**config.mk**
```make
export PLATFORM = sky130hd
export DESIGN_NAME = fb_write_scheduler
export DESIGN_NICKNAME = d
export VERILOG_FILES = /design/src/rtl/fb_write_scheduler.sv
export SDC_FILE = /design/constraint.sdc
export NUM_CORES = 1
export LEC_CHECK = 0
export CORE_UTILIZATION = 45
export CTS_CLUSTER_SIZE = 30
export DETAILED_ROUTE_END_ITERATION = 8
export DONT_BUFFER_PORTS = 1
export SYNTH_ARGS = -nofsm -noshare
export SYNTH_HDL_FRONTEND = slang
export SYNTH_SLANG_ARGS = --single-unit
```
**constraint.sdc**
```tcl
create_clock -name clk -period 3.35 [get_ports clk]
set_clock_uncertainty 0.15 [all_clocks]
set_input_delay 0.67 -clock clk [delete_from_list [all_inputs] [get_ports clk]]
set_output_delay 0.67 -clock clk [all_outputs]
set_load 0.02 [all_outputs]
```
**src/rtl/fb_write_scheduler.sv**
```systemverilog
// fb_write_scheduler: arbitrates two command ports onto the single LED frame
// buffer write port, owns the draw colour, and expands clear-screen into a
// one-column-per-cycle sweep. Grants are withheld while the scanner holds.
module fb_write_scheduler #(
  parameter bit         RR_EN     = 1'b1,
  parameter int         NUM_COLS  = 16,
  parameter logic [2:0] RGB_RESET = 3'b011
) (
  input  logic       clk,
  input  logic       reset,
  input  logic       req0_valid,
  output logic       req0_ready,
  input  logic [1:0] req0_op,
  input  logic [3:0] req0_x,
  input  logic [3:0] req0_y,
  input  logic [2:0] req0_rgb,
  input  logic       req1_valid,
  output logic       req1_ready,
  input  logic [1:0] req1_op,
  input  logic [3:0] req1_x,
  input  logic [3:0] req1_y,
  input  logic [2:0] req1_rgb,
  input  logic       scan_hold,
  output logic       fb_bit_we,
  output logic       fb_word_we,
  output logic [3:0] fb_col,
  output logic [3:0] fb_row,
  output logic       fb_bit,
  output logic [2:0] rgb_out,
  output logic       busy
);

  typedef enum logic {IDLE, CLEAR} state_t;

  localparam logic [1:0] OP_SET   = 2'b00;
  localparam logic [1:0] OP_CLR   = 2'b01;
  localparam logic [1:0] OP_COLOR = 2'b10;
  localparam logic [1:0] OP_CLS   = 2'b11;
  localparam logic [3:0] LAST_COL = 4'(NUM_COLS - 1);

  state_t     state_q, state_d;
  logic       ptr_q, ptr_d;
  logic       fb_bit_we_q, fb_bit_we_d;
  logic       fb_word_we_q, fb_word_we_d;
  logic [3:0] fb_col_q, fb_col_d;
  logic [3:0] fb_row_q, fb_row_d;
  logic       fb_bit_q, fb_bit_d;
  logic [2:0] rgb_q, rgb_d;
  logic       busy_q, busy_d;

  logic       can_grant;
  logic       grant0, grant1;
  logic [1:0] sel_op;
  logic [3:0] sel_x, sel_y;
  logic [2:0] sel_rgb;

  // Grant logic: combinational in the cycle of the winning valid; port 0
  // wins a tie unless round-robin prefers port 1.
  always_comb begin
    can_grant = (state_q == IDLE) && !scan_hold && !reset;
    grant0    = can_grant && req0_valid &&
                (!req1_valid || (RR_EN == 1'b0) || !ptr_q);
    grant1    = can_grant && req1_valid && !grant0;
    sel_op    = grant1 ? req1_op  : req0_op;
    sel_x     = grant1 ? req1_x   : req0_x;
    sel_y     = grant1 ? req1_y   : req0_y;
    sel_rgb   = grant1 ? req1_rgb : req0_rgb;
  end

  assign req0_ready = grant0;
  assign req1_ready = grant1;

  // Next-state and registered-output computation for the IDLE/CLEAR machine.
  always_comb begin
    state_d      = state_q;
    ptr_d        = ptr_q;
    fb_bit_we_d  = 1'b0;
    fb_word_we_d = 1'b0;
    fb_col_d     = fb_col_q;
    fb_row_d     = fb_row_q;
    fb_bit_d     = fb_bit_q;
    rgb_d        = rgb_q;
    unique case (state_q)
      IDLE: begin
        if (grant0 || grant1) begin
          // The pointer always moves to the port that did not just win.
          ptr_d = grant0;
          unique case (sel_op)
            OP_SET, OP_CLR: begin
              fb_bit_we_d = 1'b1;
              fb_col_d    = sel_x;
              fb_row_d    = sel_y;
              fb_bit_d    = (sel_op == OP_SET);
            end
            OP_COLOR: rgb_d = sel_rgb;
            OP_CLS: begin
              state_d      = CLEAR;
              fb_word_we_d = 1'b1;
              fb_col_d     = 4'd0;
            end
            default: ;
          endcase
        end
      end
      CLEAR: begin
        // fb_col doubles as the sweep counter; it wraps to 0 on exit.
        fb_col_d = fb_col_q + 4'd1;
        if (fb_col_q == LAST_COL) begin
          state_d = IDLE;
        end else begin
          fb_word_we_d = 1'b1;
        end
      end
      default: state_d = IDLE;
    endcase
    busy_d = (state_d == CLEAR);
  end

  // State and output registers; reset abandons any sweep in progress.
  always_ff @(posedge clk) begin
    if (reset) begin
      state_q      <= IDLE;
      ptr_q        <= 1'b0;
      fb_bit_we_q  <= 1'b0;
      fb_word_we_q <= 1'b0;
      fb_col_q     <= 4'd0;
      fb_row_q     <= 4'd0;
      fb_bit_q     <= 1'b0;
      rgb_q        <= RGB_RESET;
      busy_q       <= 1'b0;
    end else begin
      state_q      <= state_d;
      ptr_q        <= ptr_d;
      fb_bit_we_q  <= fb_bit_we_d;
      fb_word_we_q <= fb_word_we_d;
      fb_col_q     <= fb_col_d;
      fb_row_q     <= fb_row_d;
      fb_bit_q     <= fb_bit_d;
      rgb_q        <= rgb_d;
      busy_q       <= busy_d;
    end
  end

  assign fb_bit_we  = fb_bit_we_q;
  assign fb_word_we = fb_word_we_q;
  assign fb_col     = fb_col_q;
  assign fb_row     = fb_row_q;
  assign fb_bit     = fb_bit_q;
  assign rgb_out    = rgb_q;
  assign busy       = busy_q;

endmodule

```
Yosys cells after proc, flatten, opt, wreduce, memory -nomap -nowiden. Index checks and enable logic that the tools add are counted.

Register bits: 15. Word-level logic and storage cells: 48.

Reductions and logical operators: 20. Eq/ne operators: 6. Muxes and demuxes: 12. Bitwise gates (word level): 2. Add/sub/neg operators: 1.

Operators with widths (number): $pmux 4 s2 (2); $mux 4 (3); $logic_and 1x1->1 (6); $reduce_and 3->1 (2); $logic_not 1->1 (5); $add 4x1->4 const B (1); $eq 2x2->1 const B (2); $eq 4x4->1 const B (1); $mux 1 (4); $reduce_and 2->1 (2); $mux 3 (1); $ne 3x1->1 const B (1); $reduce_or 3->1 (1); $eq 2x1->1 const B (1); $logic_not 2->1 (1); $logic_or 1x1->1 (2); $mux 2 (1); $ne 2x1->1 const B (1); $not 1->1 (2); $pmux 1 s2 (1); $reduce_or 2->1 (1).

Logic depth before layout (Yosys ltp). Gate-level depths: netlist of the first run.

Word-level depth: 13. Gate-level depth with buffers: 7.

Worst setup path after synthesis of the first run. Ideal clock, no wire load.

Kind: input port to output port. Start: in scan_hold. End: out req0_ready. Stages: 2. Data required time: 2.530 ns. Setup slack: 0.952 ns. Data arrival time: 1.578 ns. Cell sequence: or3_1 a211oi_1.

Cells in the longest elaborated chain, start to end: 5.

Ends and longest elaborated chain: from (decl) (line 23) `input logic scan_hold,`; $logic_not 1->1 (line 60) `can_grant = (state_q == IDLE) && !scan_hold && !reset;`; $logic_and 1x1->1 (2 in a row) (line 60); $logic_and 1x1->1 (2 in a row) (line 61) `grant0 = can_grant && req0_valid &&`; to (decl) (line 12) `output logic req0_ready,`.

Every way passes these cells.

==> results of run 1 <==
-- registers in the layout (all words and copies together) (netlist names) --
register   cells
fb_bit_we      1
fb_row         4
rgb_out        3
fb_col         4
fb_bit         1
ptr_q          1
busy           1
-- worst register-to-register path, stage by stage, from the launching register on --
cell	delay, ns
dfxtp_1	0.44
nor3_2	0.27
nand3_2	0.29
inv_1	0.51
a21oi_1	0.27
a211o_1	0.34
-- logic make-up after synthesis --
logic type	Yosys count	synth area share [%]
flops	15	33.9
compound gates	30	26.3
mux	5	5.79
buf+inv	11	5.23
fa+ha+maj	1	1.41
simple gates	46	27.4
-- metal layers --
metal	wire, um	up-vias	GRT usage, %
met1	909	353	24.9
met4	12	0	5.29
met5	0	-	0
li1	-	394	-
met2	946	29	30.8
met3	147	2	6.67
-- path summary, 6_finish.rpt --
kind                            slack, ns  start  cells after the start          to
worst max-delay path                 0.59   busy                      3  req0_ready
worst min-delay path                 0.30  reset                      1   fb_col[1]
worst max register to register       1.00   busy                      5  rgb_out[0]
worst min register to register       0.42  ptr_q                      1       ptr_q
-- layout make-up --
| class | instances | share of cell area, % |
|---|---|---|
| timing repair buffer | 1 | 0.809 |
| clock buffer | 3 | 2.43 |
| tap | 25 | 3.37 |
| multi-input combinational | 82 | 58.1 |
| sequential | 15 | 32.3 |
| inverter | 6 | 2.43 |
| clock inverter | 1 | 0.539 |
-- power groups by stage --
stage               registers (W)  logic (W)  clock network (W)
CTS                      0.000204  0.0000465           0.000107
detailed placement       0.000209  0.0000461                  0
global placement         0.000208  0.0000456                  0
finish                   0.000204  0.0000459           0.000105
global route             0.000206  0.0000525           0.000114
floorplan                0.000206  0.0000423                  0
-- cell usage in the layout (no fill, tap or decap), types with 2 or more instances in the layout --
cell type / synthesis / final
a2111oi_2: 2 / 2
a211o_1: 4 / 4
a21o_1: 2 / 2
a21oi_1: 7 / 7
a311oi_1: 5 / 5
a31oi_1: 2 / 2
clkbuf_4: 0 / 3
dfxtp_1: 15 / 15
inv_1: 6 / 6
mux2i_1: 4 / 4
nand2_1: 16 / 16
nand2b_1: 2 / 2
nand3_1: 9 / 9
nand3b_1: 2 / 2
nor2_1: 6 / 6
nor2b_1: 4 / 4
o211ai_1: 2 / 2
-- per-stage QoR --
stage / cells / util [%]
after CTS: 133 / 52.1
after detailed placement: 129 / 50.5
after global placement: 129 / 50.5
after global routing: 133 / 52.1
after floorplan: 108 / -
final: 133 / 52.1
==> results.toml, run 1 <==
[run_status]
status = "finished clean"

[setup_path]
worst_ep_required_time_ns = 2.53
path_cells = "buf_4 > or3_1 > a211oi_1"
max_stage_delay_ns = 0.57
crit_slowest_cell = "a211oi_1"
cp.arrival_ns = 1.94
end_kind = "output pin"
start_kind = "flop"
crit_buf_inv = 1
cp_top_family = "compound AO/OA/AOI/OAI gates"
crit_path_max_fanout = 12
criticalPathCategory = "flop to output pin"

[global_routing]
grt.overflow.total = 0
grt_pass1_wl_um = 2990
grt_pass1_vias = 674
antenna_found_initial = 0
grt_use_total_pct = 19.5
grt_max_degree = 17

[placement]
hpwlAfterDp_um = 1530
place_area_um2 = 901
gp_congestion = 0.769
io_buffers = 0
dpl_worst_slack_ns = 0.807

[floorplanning]
io-pin-count = 48
die-area_mm2 = 0.00215
die_h_um = 46.4
rows = 15
core_mm2 = 0.00178
die_w_um = 46.4
start_util_pct = 49.7

[sta]
setup_tns_ns = 0
hold_viol = 0
worstMarginPinSlew_ns = 0.691
final.min_clock_period_ns = 2.76
finalCritPeriodShare_pct = 82.5
fmax_mhz = 362
setup_viol = 0
hold_ws_ns = 0.296
slew_headroom_pct = 53.6
drv_slew = 0
rsz0062_at_grt = "no"
setup_ws_ns = 0.586

[clock_tree]
cts-root-buf = "clkbuf_4"
post_cts_buffers = 0
cts_hold_buffers = 0
clk_pin_slew_ns = 0.10
cts_tree = "built"
clk_latency_ns = 0.28
cts_buffers = 3
cts.sinks = 15
clk_path_buf_depth = 2
htreeDepth = 1
cts_resized = 0

[final_layout]
drive_above_1_share_pct = 11.1
fillers = 180
antennaDiodeCount = 0
area_growth_pct = 4.80
final_nets = 141
regArea_um2 = 300
final_area_um2 = 928
multiInputGateArea_um2 = 539

[yosys]
ys_types = 35
yosysTopAreaCell = "dfxtp_1"
synth_common_cells = "16 x nand2_1, 15 x dfxtp_1, 9 x nand3_1, 7 x a21oi_1"
syn_avg_cell_area_um2 = 8.20
seq_area_frac_synth_pct = 33.9
synth_edf_count = 0
synthTopCellsByArea = "dfxtp_1 34%, nand2_1 6.8%, nand3_1 5.1%"
synth_seq_cells = 15
syn_nets = 140
synthArstFlopShare_pct = 0
netlist_instances = 108
netlist_area_um2 = 886
synth_ff_type = "dfxtp_1"
netlist.area_leader.share_pct = 33.9
yosysMostFrequentCell = "nand2_1"
ys_warn_count = 0

[pwr]
swShare_pct = 28.9
p_total_w = 0.000355
p_int_w = 0.000252
combPwrFrac_pct = 13.0
seq_power_share_pct = 57.5
power_density_mw_per_mm2 = 382
p_clk_share_pct = 29.5
ir_worst_vdd_mv = 0.196
p_sw_w = 0.000102
leakage_nw = 0.360

[routing]
route.detailed.drc = 0
drt_iter0_drc = 6
drtAntennaViolNets = 0
avgRoutedWirePerCell_um = 15.2
via_per_inst = 5.85
drtPass1Iterations = 4
via_count = 778
drt-total-wl_um = 2020

[run]
maxCapViolations = 0

[worst_hold_path]
hold_path_class = "primary input to flop"
Power figures use the tool's default switching activity.
==> run 2, diff against run 1 <==
clock period = 2.8 ns   (was 3.35 ns; I/O delays follow)
==> run 2 against run 1 <==
Flip-flop and latch count unchanged. First-iteration DRC count increased to 3.2 times the previous value. Register-to-register slack got worse by 0.47 ns. Worst setup slack got worse by 0.16 ns. Wire length increased by 5.4%. Total power increased by 20%. Critical path type unchanged. Largest cell class unchanged. Largest power group unchanged.
==> results.toml, run 2 (same netlist as run 1, synthesis figures left out) <==
[sta]
setup_viol = 0
slew_headroom_pct = 63.6
worstMarginPinSlew_ns = 0.546
final.min_clock_period_ns = 2.38
setup_ws_ns = 0.424
drv_slew = 0
setup_tns_ns = 0
rsz0062_at_grt = "no"
finalCritPeriodShare_pct = 84.9
hold_viol = 0
fmax_mhz = 421

[setup_path]
max_stage_delay_ns = 0.52
end_kind = "output pin"
worst_ep_required_time_ns = 2.09
path_cells = "nand2b_4 > nand3_2 > inv_1"
crit_path_max_fanout = 15
cp.arrival_ns = 1.67
start_kind = "flop"
criticalPathCategory = "flop to output pin"
crit_slowest_cell = "inv_1"

[final_layout]
area_growth_pct = 5.65
antennaDiodeCount = 0
fillers = 173
final_common_cell = "nand2_1"
final_nets = 142
drive_above_1_share_pct = 11.9
final_cell_mix = "16 x nand2_1, 15 x dfxtp_1, 9 x nand3_1"

[run]
maxCapViolations = 0

[clock_tree]
cts_hold_buffers = 0
cts_buffers = 3
clk_pin_slew_ns = 0.09
cts_tree = "built"
htreeDepth = 1
cts.sinks = 15
cts-root-buf = "clkbuf_4"
clk_latency_ns = 0.28
cts_resized = 0
clk_path_buf_depth = 2
post_cts_buffers = 0

[global_routing]
grt_use_met2_pct = 33.3
grt.overflow.total = 0
grt_max_degree = 17
grt_use_total_pct = 20.6
grt.busiest_layer = "met2"
grt_pass1_wl_um = 3050
antenna_found_initial = 0
grt_pass1_vias = 684
grt_use_met1_pct = 24.5
use_met3_pct = 6.67

[placement]
io_buffers = 0
gp_congestion = 0.709
dpl_worst_slack_ns = 0.327
hpwlAfterDp_um = 1580

[pwr]
power_density_mw_per_mm2 = 455
ir_worst_vdd_mv = 0.254
leakage_nw = 0.365

[routing]
drt-total-wl_um = 2130
via_count = 809
drtPass1Iterations = 4
drt_iter0_drc = 19
via_per_inst = 6.04
drtAntennaViolNets = 0
route.detailed.drc = 0
avgRoutedWirePerCell_um = 15.9

[floorplanning]
die-area_mm2 = 0.00215
core_mm2 = 0.00178
start_util_pct = 49.7
die_w_um = 46.4
die_h_um = 46.4
io-pin-count = 48
rows = 15

[run_status]
status = "finished clean"

[worst_hold_path]
hold_path_class = "primary input to flop"
## run 2: changes by cell type in the layout (fill, tap and decap cells not counted), sizes merged
cell | previous run | this run
buf | 1 | 2
## run 2: final cells by class
| class | instances | area, um2 | share of cell area, % |
|---|---|---|---|
| repair buffers | 2 | 15.0 | 1.60 |
| inverters | 6 | 22.5 | 2.41 |
| clock buffers | 3 | 22.5 | 2.41 |
| multi-input cells | 82 | 539 | 57.6 |
| flip-flops and latches | 15 | 300 | 32.1 |
| clock inverters | 1 | 5.00 | 0.535 |
| well taps | 25 | 31.3 | 3.34 |
## run 2: final timing paths
kind | from | endpoint | slack (ns) | depth (start not counted)
min | reset | fb_row[0] | 0.19 | 1
max reg2reg | ptr_q | rgb_out[1] | 0.53 | 5
max | ptr_q | req1_ready | 0.42 | 3
min reg2reg | ptr_q | ptr_q | 0.42 | 1
## run 2: power breakdown
group          internal, W  switching (W)  leakage (nW)
registers         0.000223      0.0000198         0.122
logic            0.0000261      0.0000316         0.225
clock network    0.0000530      0.0000717        0.0177
total             0.000302       0.000123         0.365
## run 2: critical path, delay by kind of cell, from the launching register on
kind,cells,cell delay (ns)
buf+inv,1,0.52
flops,1,0.43
simple gates,2,0.44
## run 2: metal layers
layer	wire [um]	up-vias	part of all wire [%]
met3	170	2	8.0
met2	1010	32	48
met4	12	0	0.56
met1	927	376	44
met5	0	-	0
li1	-	399	-
## run 2: through the flow
step                      total power [W]  hold WS, ns  cell area, um2  std cells  utilization (%)
final                            0.000426        0.186             936        134             52.5
after CTS                        0.000429        0.177             936        134             52.5
after detailed placement         0.000306        0.408             908        130             50.9
after floorplan                  0.000298        0.367             886        108                -
after global routing             0.000451        0.160             936        134             52.5
after global placement           0.000305        0.399             908        130             50.9
